File: config.mk
export PLATFORM = sky130hd
export DESIGN_NAME = tblink_rpc_invoke_initiator
export DESIGN_NICKNAME = d
export VERILOG_FILES = /design/src/rtl/tblink_rpc_invoke_initiator.sv
export SDC_FILE = /design/constraint.sdc
export NUM_CORES = 1
export LEC_CHECK = 0
export BUFFER_PORTS_ARGS = -buffer_cell sky130_fd_sc_hd__clkbuf_2
export CAP_MARGIN = 0
export CORE_ASPECT_RATIO = 0.6
export CORE_MARGIN = 5
export CORE_UTILIZATION = 40
export DETAILED_ROUTE_END_ITERATION = 16
export GPL_TIMING_DRIVEN = 0
export PLACE_DENSITY = 0.72
export REMOVE_ABC_BUFFERS = 1
export SLEW_MARGIN = 30
export SYNTH_ARGS = -nofsm -noshare
export SYNTH_HDL_FRONTEND = slang
export SYNTH_SLANG_ARGS = --single-unit
File: constraint.sdc
create_clock -name clock_i -period 3.8 [get_ports clock_i]
set_input_delay 0.57 -clock clock_i [delete_from_list [all_inputs] [get_ports clock_i]]
set_output_delay 0.57 -clock clock_i [all_outputs]
set_load 0.1 [all_outputs]
File: src/rtl/tblink_rpc_invoke_initiator.sv
// TBLink RPC invoke initiator: serialises user method calls into invoke frames and
// matches returning response frames against a small table of outstanding call IDs.
module tblink_rpc_invoke_initiator #(
   parameter int DATA_W          = 32,
   parameter int ID_W            = 8,
   parameter int METHOD_W        = 8,
   parameter int MAX_PARAMS      = 4,
   parameter int MAX_OUTSTANDING = 4
) (
   input  logic                                 clock_i,
   input  logic                                 reset_n_i,
   input  logic                                 req_valid_i,
   output logic                                 req_ready_o,
   input  logic [METHOD_W-1:0]                  req_method_i,
   input  logic [3:0]                           req_nparams_i,
   input  logic                                 req_blocking_i,
   input  logic [MAX_PARAMS*DATA_W-1:0]         req_params_i,
   output logic [ID_W-1:0]                      req_call_id_o,
   output logic                                 tx_valid_o,
   input  logic                                 tx_ready_i,
   output logic [DATA_W-1:0]                    tx_data_o,
   output logic                                 tx_last_o,
   input  logic                                 rx_valid_i,
   output logic                                 rx_ready_o,
   input  logic [DATA_W-1:0]                    rx_data_i,
   input  logic                                 rx_last_i,
   output logic                                 rsp_valid_o,
   input  logic                                 rsp_ready_i,
   output logic [ID_W-1:0]                      rsp_call_id_o,
   output logic [DATA_W-1:0]                    rsp_retval_o,
   output logic                                 rsp_err_o,
   output logic [$clog2(MAX_OUTSTANDING+1)-1:0] outstanding_o,
   output logic                                 err_unknown_id_o,
   output logic                                 err_proto_o
);

   localparam int TIDX_W = (MAX_OUTSTANDING > 1) ? $clog2(MAX_OUTSTANDING) : 1;
   localparam int PIDX_W = (MAX_PARAMS > 1) ? $clog2(MAX_PARAMS) : 1;
   localparam int CNT_W  = $clog2(MAX_OUTSTANDING+1);
   localparam logic [3:0] MAXP = 4'(MAX_PARAMS);

   localparam logic [1:0] TX_IDLE  = 2'd0;
   localparam logic [1:0] TX_HDR   = 2'd1;
   localparam logic [1:0] TX_PARAM = 2'd2;

   localparam logic [1:0] R_HDR  = 2'd0;
   localparam logic [1:0] R_DATA = 2'd1;
   localparam logic [1:0] R_OUT  = 2'd2;
   localparam logic [1:0] R_DROP = 2'd3;

   // ---------------- state ----------------
   logic [1:0]                          tx_st_q, tx_st_d;
   logic [3:0]                          pidx_q, pidx_d;
   logic [METHOD_W-1:0]                 meth_q;
   logic [3:0]                          np_q;
   logic                                blk_q;
   logic [ID_W-1:0]                     cid_q;
   logic [MAX_PARAMS-1:0][DATA_W-1:0]   par_q;
   logic [ID_W-1:0]                     id_cnt_q, id_cnt_d;

   logic [MAX_OUTSTANDING-1:0]            tbl_vld_q, tbl_vld_d;
   logic [MAX_OUTSTANDING-1:0][ID_W-1:0]  tbl_id_q, tbl_id_d;
   logic [CNT_W-1:0]                      out_q, out_d;

   logic [1:0]         rx_st_q, rx_st_d;
   logic [ID_W-1:0]    rsp_id_q, rsp_id_d;
   logic [DATA_W-1:0]  rsp_ret_q, rsp_ret_d;
   logic               rsp_err_q, rsp_err_d;
   logic [TIDX_W-1:0]  rsp_idx_q, rsp_idx_d;
   logic               drop_rsp_q, drop_rsp_d;
   logic               err_unk_q, err_unk_d;
   logic               err_proto_q, err_proto_d;

   // ---------------- call table lookup ----------------
   logic              next_busy, found_free, rx_hit;
   logic [TIDX_W-1:0] free_idx, rx_idx;
   logic [ID_W-1:0]   rx_id;

   assign rx_id = rx_data_i[ID_W-1:0];

   always_comb begin
      next_busy  = 1'b0;
      found_free = 1'b0;
      free_idx   = '0;
      rx_hit     = 1'b0;
      rx_idx     = '0;
      for (int i = 0; i < MAX_OUTSTANDING; i++) begin
         if (tbl_vld_q[i]) begin
            if (tbl_id_q[i] == id_cnt_q) next_busy = 1'b1;
            if (tbl_id_q[i] == rx_id) begin
               rx_hit = 1'b1;
               rx_idx = TIDX_W'(i);
            end
         end else if (!found_free) begin
            found_free = 1'b1;
            free_idx   = TIDX_W'(i);
         end
      end
   end

   // ---------------- TX path ----------------
   logic              accept, tx_hs;
   logic [DATA_W-1:0] hdr;
   logic [3:0]        np_in;

   assign req_ready_o   = (tx_st_q == TX_IDLE) && found_free && !next_busy;
   assign accept        = req_valid_i && req_ready_o;
   assign tx_hs         = tx_valid_o && tx_ready_i;
   assign np_in         = (req_nparams_i > MAXP) ? MAXP : req_nparams_i;
   assign req_call_id_o = id_cnt_q;

   always_comb begin
      hdr = '0;
      hdr[DATA_W-1 -: 2]         = 2'b01;
      hdr[ID_W+METHOD_W+4]       = blk_q;
      hdr[ID_W+METHOD_W +: 4]    = np_q;
      hdr[ID_W +: METHOD_W]      = meth_q;
      hdr[ID_W-1:0]              = cid_q;
   end

   always_comb begin
      tx_valid_o = 1'b0;
      tx_data_o  = '0;
      tx_last_o  = 1'b0;
      case (tx_st_q)
         TX_HDR: begin
            tx_valid_o = 1'b1;
            tx_data_o  = hdr;
            tx_last_o  = (np_q == 4'd0);
         end
         TX_PARAM: begin
            tx_valid_o = 1'b1;
            tx_data_o  = par_q[pidx_q[PIDX_W-1:0]];
            tx_last_o  = (pidx_q == np_q - 4'd1);
         end
         default: ;
      endcase
   end

   always_comb begin
      tx_st_d  = tx_st_q;
      pidx_d   = pidx_q;
      id_cnt_d = accept ? id_cnt_q + ID_W'(1) : id_cnt_q;
      case (tx_st_q)
         TX_IDLE:  if (accept) tx_st_d = TX_HDR;
         TX_HDR:   if (tx_hs) begin
                      tx_st_d = (np_q == 4'd0) ? TX_IDLE : TX_PARAM;
                      pidx_d  = 4'd0;
                   end
         TX_PARAM: if (tx_hs) begin
                      if (tx_last_o) tx_st_d = TX_IDLE;
                      else           pidx_d  = pidx_q + 4'd1;
                   end
         default:  tx_st_d = TX_IDLE;
      endcase
   end

   // ---------------- RX path ----------------
   logic rx_hs, rsp_hs, hdr_ok;

   assign rx_ready_o  = (rx_st_q != R_OUT);
   assign rsp_valid_o = (rx_st_q == R_OUT);
   assign rx_hs       = rx_valid_i && rx_ready_o;
   assign rsp_hs      = rsp_valid_o && rsp_ready_i;
   assign hdr_ok      = (rx_data_i[DATA_W-1 -: 2] == 2'b10) && rx_hit;

   always_comb begin
      rx_st_d     = rx_st_q;
      rsp_id_d    = rsp_id_q;
      rsp_ret_d   = rsp_ret_q;
      rsp_err_d   = rsp_err_q;
      rsp_idx_d   = rsp_idx_q;
      drop_rsp_d  = drop_rsp_q;
      err_unk_d   = 1'b0;
      err_proto_d = 1'b0;
      case (rx_st_q)
         R_HDR: if (rx_hs) begin
            if (!hdr_ok) begin
               err_unk_d  = 1'b1;
               drop_rsp_d = 1'b0;
               if (!rx_last_i) rx_st_d = R_DROP;
            end else begin
               rsp_id_d  = rx_id;
               rsp_err_d = rx_data_i[DATA_W-3];
               rsp_idx_d = rx_idx;
               rsp_ret_d = '0;
               rx_st_d   = rx_last_i ? R_OUT : R_DATA;
            end
         end
         R_DATA: if (rx_hs) begin
            rsp_ret_d = rx_data_i;
            if (rx_last_i) rx_st_d = R_OUT;
            else begin
               // over-long response: keep the retval, drain the tail, then deliver
               err_proto_d = 1'b1;
               drop_rsp_d  = 1'b1;
               rx_st_d     = R_DROP;
            end
         end
         R_DROP: if (rx_hs && rx_last_i) rx_st_d = drop_rsp_q ? R_OUT : R_HDR;
         R_OUT:  if (rsp_hs) rx_st_d = R_HDR;
         default: rx_st_d = R_HDR;
      endcase
   end

   assign rsp_call_id_o    = rsp_id_q;
   assign rsp_retval_o     = rsp_ret_q;
   assign rsp_err_o        = rsp_err_q;
   assign err_unknown_id_o = err_unk_q;
   assign err_proto_o      = err_proto_q;
   assign outstanding_o    = out_q;

   // ---------------- table update ----------------
   // alloc always lands on a free slot and free on a valid one, so both may apply together
   always_comb begin
      tbl_vld_d = tbl_vld_q;
      tbl_id_d  = tbl_id_q;
      out_d     = out_q;
      if (rsp_hs) tbl_vld_d[rsp_idx_q] = 1'b0;
      if (accept) begin
         tbl_vld_d[free_idx] = 1'b1;
         tbl_id_d[free_idx]  = id_cnt_q;
      end
      if (accept && !rsp_hs)      out_d = out_q + CNT_W'(1);
      else if (rsp_hs && !accept) out_d = out_q - CNT_W'(1);
   end

   always_ff @(posedge clock_i) begin
      if (!reset_n_i) begin
         tx_st_q     <= TX_IDLE;
         pidx_q      <= '0;
         meth_q      <= '0;
         np_q        <= '0;
         blk_q       <= 1'b0;
         cid_q       <= '0;
         par_q       <= '0;
         id_cnt_q    <= '0;
         tbl_vld_q   <= '0;
         tbl_id_q    <= '0;
         out_q       <= '0;
         rx_st_q     <= R_HDR;
         rsp_id_q    <= '0;
         rsp_ret_q   <= '0;
         rsp_err_q   <= 1'b0;
         rsp_idx_q   <= '0;
         drop_rsp_q  <= 1'b0;
         err_unk_q   <= 1'b0;
         err_proto_q <= 1'b0;
      end else begin
         tx_st_q     <= tx_st_d;
         pidx_q      <= pidx_d;
         id_cnt_q    <= id_cnt_d;
         if (accept) begin
            meth_q <= req_method_i;
            np_q   <= np_in;
            blk_q  <= req_blocking_i;
            cid_q  <= id_cnt_q;
            par_q  <= req_params_i;
         end
         tbl_vld_q   <= tbl_vld_d;
         tbl_id_q    <= tbl_id_d;
         out_q       <= out_d;
         rx_st_q     <= rx_st_d;
         rsp_id_q    <= rsp_id_d;
         rsp_ret_q   <= rsp_ret_d;
         rsp_err_q   <= rsp_err_d;
         rsp_idx_q   <= rsp_idx_d;
         drop_rsp_q  <= drop_rsp_d;
         err_unk_q   <= err_unk_d;
         err_proto_q <= err_proto_d;
      end
   end

endmodule
# Yosys cells after proc, flatten, opt, wreduce, memory -nomap -nowiden
# Index checks and enable logic that the tools add are counted.
[op_classes]
addsub = 5
magnitude_cmp = 6
eq_ne = 29
mux = 80
n_bitwise = 3
reduce_logical = 30
[op_table]
columns = ["cell", "count"]
rows = [
  ["32-bit 2-to-1 mux", 4],
  ["32-bit one-hot mux with 2 select lines", 2],
  ["32-bit binary-select mux with 2-bit select", 1],
  ["8-bit equality test", 8],
  ["2-bit 2-to-1 mux", 21],
  ["1-bit 2-to-1 mux", 34],
  ["32-bit bitwise mux", 1],
  ["4-bit 2-to-1 mux", 6],
  ["2-bit inequality test, second input constant", 12],
  ["8-bit demux with 2-bit select", 1],
  ["1-bit logical AND", 12],
  ["4-bit AND reduction", 3],
  ["5-bit AND reduction", 2],
  ["2-bit by 3-bit less-than comparator with 1-bit output, second input constant", 3],
  ["3-bit AND reduction", 3],
  ["8-bit by 1-bit adder with 8-bit output, second input constant", 1],
  ["2-bit equality test, second input constant", 4],
  ["8-bit 2-to-1 mux", 1],
  ["2-bit one-hot mux with 4 select lines", 1],
  ["4-bit one-hot mux with 2 select lines", 1],
  ["3-bit 2-to-1 mux", 2],
  ["2-bit one-hot mux with 3 select lines", 1],
  ["2-bit nonzero test", 3],
  ["4-bit by 1-bit adder with 4-bit output, second input constant", 1],
  ["other kinds (18)", 25],
]
[totals]
register_bits = 250
in_bits = 180
output_inout_bits = 91
wordCells = 178

# Depth between registers and ports, before layout
[logic_depth]
word_depth = 16
depth_mapped = 16
mapped_depth_nobuf = 13

# Least setup slack after synthesis
# No wires, ideal clock.
[synth_timing]
path_kind = "reg2reg"
startpoint = "register id_cnt_q[3], in the netlist req_call_id_o[3]"
endpoint = "register out_q[2], in the netlist outstanding_o[2]"
setup_time_ns = 0.070
t_arrival_ns = 3.507
t_required_ns = 3.730
path_slack_ns = 0.222
stages_incl_launch_ff = 16
path_buffers = 4
synth_period_minus_slack_ns = 3.578
cell_sequence = "dfxtp_1 > buf_2 > xnor2_1 > nand4_1 > nor4_1 > a31oi_1 > and2_1 > buf_2 > buf_6 > buf_6 > ha_1 > inv_1 > fa_1 > xor2_1 > or3_1 > a21oi_1"
[synth_via]
elab_chain_cells = 15
word_cells_on_any_way = 20
classes_between = "4 x eq/ne; 9 x mux; 7 x reduce/logical"
[synth_lines]
columns = ["item", "line", "rtl"]
rows = [
  ["from (decl)", "59", "logic [ID_W-1:0] id_cnt_q, id_cnt_d;"],
  ["from (signal assigned)", "252", "id_cnt_q <= id_cnt_d;"],
  ["8-bit equality test", "89", "if (tbl_id_q[i] == id_cnt_q) next_busy = 1'b1;"],
  ["1-bit 2-to-1 mux", "89", ""],
  ["1-bit 2-to-1 mux", "88", "if (tbl_vld_q[i]) begin"],
  ["1-bit 2-to-1 mux", "89", ""],
  ["1-bit 2-to-1 mux", "88", ""],
  ["1-bit 2-to-1 mux", "89", ""],
  ["1-bit 2-to-1 mux", "88", ""],
  ["1-bit 2-to-1 mux", "89", ""],
  ["1-bit 2-to-1 mux *", "88", ""],
  ["1-bit zero test *", "106", "assign req_ready_o = (tx_st_q == TX_IDLE) && found_free && !next_busy;"],
  ["1-bit logical AND *", "106", ""],
  ["1-bit logical AND *", "107", "assign accept = req_valid_i && req_ready_o;"],
  ["named net accept", "102", "logic accept, tx_hs;"],
  ["1-bit zero test", "225", "else if (rsp_hs && !accept) out_d = out_q - CNT_W'(1);"],
  ["1-bit logical AND", "225", ""],
  ["2-bit nonzero test (no line)", "n/a", ""],
  ["to (signal assigned)", "262", "out_q <= out_d;"],
  ["to (decl)", "63", "logic [CNT_W-1:0] out_q, out_d;"],
]
# Mark *: on every way through the listed nets, which the timed path passes. The rest lies on a longest branch.
# A chain may end at the register's enable or synchronous reset.

# Final worst setup path
[layout_timing]
startpoint = "register np_q[0]"
endpoint = "output port tx_last_o"
[layout_via]
elab_chain_cells = 3
word_cells_on_any_way = 4
classes_between = "1 x add/sub; 1 x eq/ne; 1 x mux; 1 x reduce/logical"
[layout_lines]
columns = ["item", "line", "rtl"]
rows = [
  ["from (decl)", "55", "logic [3:0] np_q;"],
  ["from (signal assigned)", "255", "np_q <= np_in;"],
  ["4-bit by 1-bit subtractor with 4-bit output", "134", "tx_last_o = (pidx_q == np_q - 4'd1);"],
  ["4-bit equality test", "134", ""],
  ["1-bit one-hot mux with 2 select lines *", "125", "case (tx_st_q)"],
  ["to (decl)", "22", "output logic tx_last_o,"],
]
# Mark *: on every way between the ends. The rest lies on a longest branch, timed or not.

==> results.cfg <==
[run_status]
status = finished clean

[layout]
final_cell_mix = 269 x clkbuf_2, 248 x dfxtp_1, 194 x mux2i_1
drive_gt1_frac = 0.269
syn_to_final_growth_pct = 21.8
layout.nets = 1545
layout_commonest_cell = clkbuf_2

[timing]
min_period_ns = 3.36
setup_violations = 0
fin_setup_tns_ns = 0
hold_viol = 0
relSlewSlack = 0.390
rsz0062_at_grt = no
fin_crit_sh = 0.885
clock_skew_ns = 0.0108
timing.fmax_mhz = 297
maxSlewViolCount = 0
worst_pin_slew_ns = 0.915

[yosys]
ys.warnings.count = 0
synth_xor_area_frac = 0.0562
async_flop_share = 0
synthAdderAreaFrac = 0.0104
yosys.area_share.simple = 0.140
synth_mux_area_frac = 0.231
synth_area_um2 = 11500
syn_avg_cell_area_um2 = 10.1
synth_compound_area_frac = 0.0780
yosysSeqAreaShare = 0.434
ys_seq_elements = 250
synthDistinctLibCells = 55
synth.largest_area_cell = dfxtp_1
synth_cells = 1143
synth_top_area_frac = 0.434
synth_top_family_by_area = multiplexers
ys_top_cells_by_area = dfxtp_1 43%, mux2i_1 17%, mux4_2 6.2%
synth_ff_type = dfxtp_1
synth-edff-count = 0

[die]
rows = 48
io_pins = 271
start_util = 0.404
die_w_um = 229
dieArea_um2 = 32500
die_h_um = 142
core-area_um2 = 28600

[global_route]
grt_pass1_vias = 9010
track_usage = 0.182
grtUsageMet1 = 0.260
grt_first_pass_wirelength_mm = 49.1
globalRoute.busiestLayer = met2
antenna_found_initial = 1
use_met3 = 0.0414
grt_max_degree = 119
overflow = 0
use_met2 = 0.285

[setup_path]
start_kind = flop
startpoint = np_q[0]
critPathRequiredTime_ns = 3.23
r2r-end = outstanding_o[2]
cp-end-kind = output port
path_max_fanout = 7
reg2reg_slack_ns = 0.60
arrival_ns = 2.79
worstSetupPathType = reg -> out
r2r_cells = 11
r2r-start = req_call_id_o[2]

[pwr]
finalPower_mw = 8.67
ir_drop_mv = 0.265
power_frac_clock = 0.309
seqPwrFrac = 0.381
p_int_mw = 5.71
power_frac_comb = 0.310
swShare = 0.341
p_switching_mw = 2.95
power_leakage_nw = 6.09
power.density_nw_per_um2 = 617

[place]
io_buffers = 270
hpwl_mm = 21.6
place_congestion = 0.864

[cts]
tritoncts = built
clock_latency_ns = 0.53
cts_buffers = 27
clkSinkCount = 250
holdBufCountCts = 0
clkTransAtPathRegs_ns = 0.06
cts_setup_buffers = 0
htreeDepth = 1
cts_resized = 0
cts_buffer_depth = 3
cts_root_buf = clkbuf_16

[route]
drtIter0Drc = 679
dr.pass1.iters = 6
wirelength_mm = 30.9
vias_per_cell = 5.19
post_drt_wl_per_cell_um = 17.6
via_count = 9097
drcViolationCount = 0
ant_nets = 0

[worst_hold_path]
min_path_cells = 3
min_to = par_q[120]
hp-class = in -> reg
min-delay-start = req_params_i[120]

[job]
drv_cap = 0
[cell families after synthesis]
| group | count (synthesis) |
|---|---|
| DFF | 250 |
| adders and majority gates | 9 |
| buffers and inverters | 110 |
| and+or+nand+nor | 345 |
| AOI/OAI and AO/OA | 129 |
| muxes | 226 |
| xor gates and xnor gates | 74 |
[cell usage after synthesis, drive strengths merged, types with 8 or more instances]
cell      n
xnor2    48
nor2    183
buf      46
nand4    10
nand2b    9
nand3b   33
nand2    49
mux2i   194
clkbuf   52
nand3    19
a22o     21
a22oi    33
a21oi    44
xor2     26
and2     13
ha        8
inv      12
mux4     32
dfxtp   250
[registers in the layout (all words and copies together) (netlist names), 3 cells and up]
name,cells
req_call_id_o,8
rsp_retval_o,32
tbl_id_q,32
outstanding_o,3
cid_q,8
pidx_q,4
tbl_vld_q,4
meth_q,8
rsp_call_id_o,8
par_q,128
np_q,4
[power by group through the flow]
stage | clock network (mW) | registers (mW) | logic (mW)
after floorplan | 0 | 3.49 | 1.79
after global placement | 0 | 3.13 | 2.17
after detailed placement | 0 | 3.36 | 2.69
after CTS | 2.75 | 3.30 | 2.70
after global routing | 2.87 | 3.35 | 2.89
final | 2.68 | 3.30 | 2.69
[layout make-up]
class,count,area (um^2)
clock buffers,43,816
flip-flops and latches,250,5010
clock inverters,5,85.1
well taps,375,469
multi-input cells,783,5980
inverters,12,52.6
fillers,2622,14500
diodes,2,5.00
repair buffers,282,1630
[worst max-delay path, cell delays in order, from the launching register on]
cell and delay (ns):
dfxtp_1 0.42, inv_1 0.09, ha_1 0.31, xor2_1 0.14
nand3_1 0.11, o31ai_2 0.50, nand2_1 0.14, inv_1 0.07
clkbuf_2 0.46
[how the worst max path moves through the flow]
stage                   endpoint  slack [ns]
floorplan           tbl_id_q[10]       -5.25
global placement    tbl_id_q[11]       -7.73
detailed placement  rsp_idx_q[0]        0.38
CTS                    tx_last_o        0.40
global route           tx_last_o        0.22
finish                 tx_last_o        0.44
[stage by stage]
stage	cells	util	instance area (um^2)	hold slack, ns	setup WS (ns)
2_1_floorplan	1045	-	11000	0.447	-5.25
3_3_place_gp	1690	0.448	12800	0.465	-7.73
3_5_place_dp	1701	0.460	13100	0.470	0.380
4_1_cts	1749	0.491	14000	0.243	0.398
5_1_grt	1751	0.492	14100	0.255	0.223
6_report	1752	0.492	14100	0.269	0.438
[metal layers]
metal  up-vias  wire length, um
li1       4437                -
met1      4347            14600
met2       272            13800
met3        41             1900
met4         0              547
met5         -                0
No activity file was read; power rests on OpenSTA's default activity.
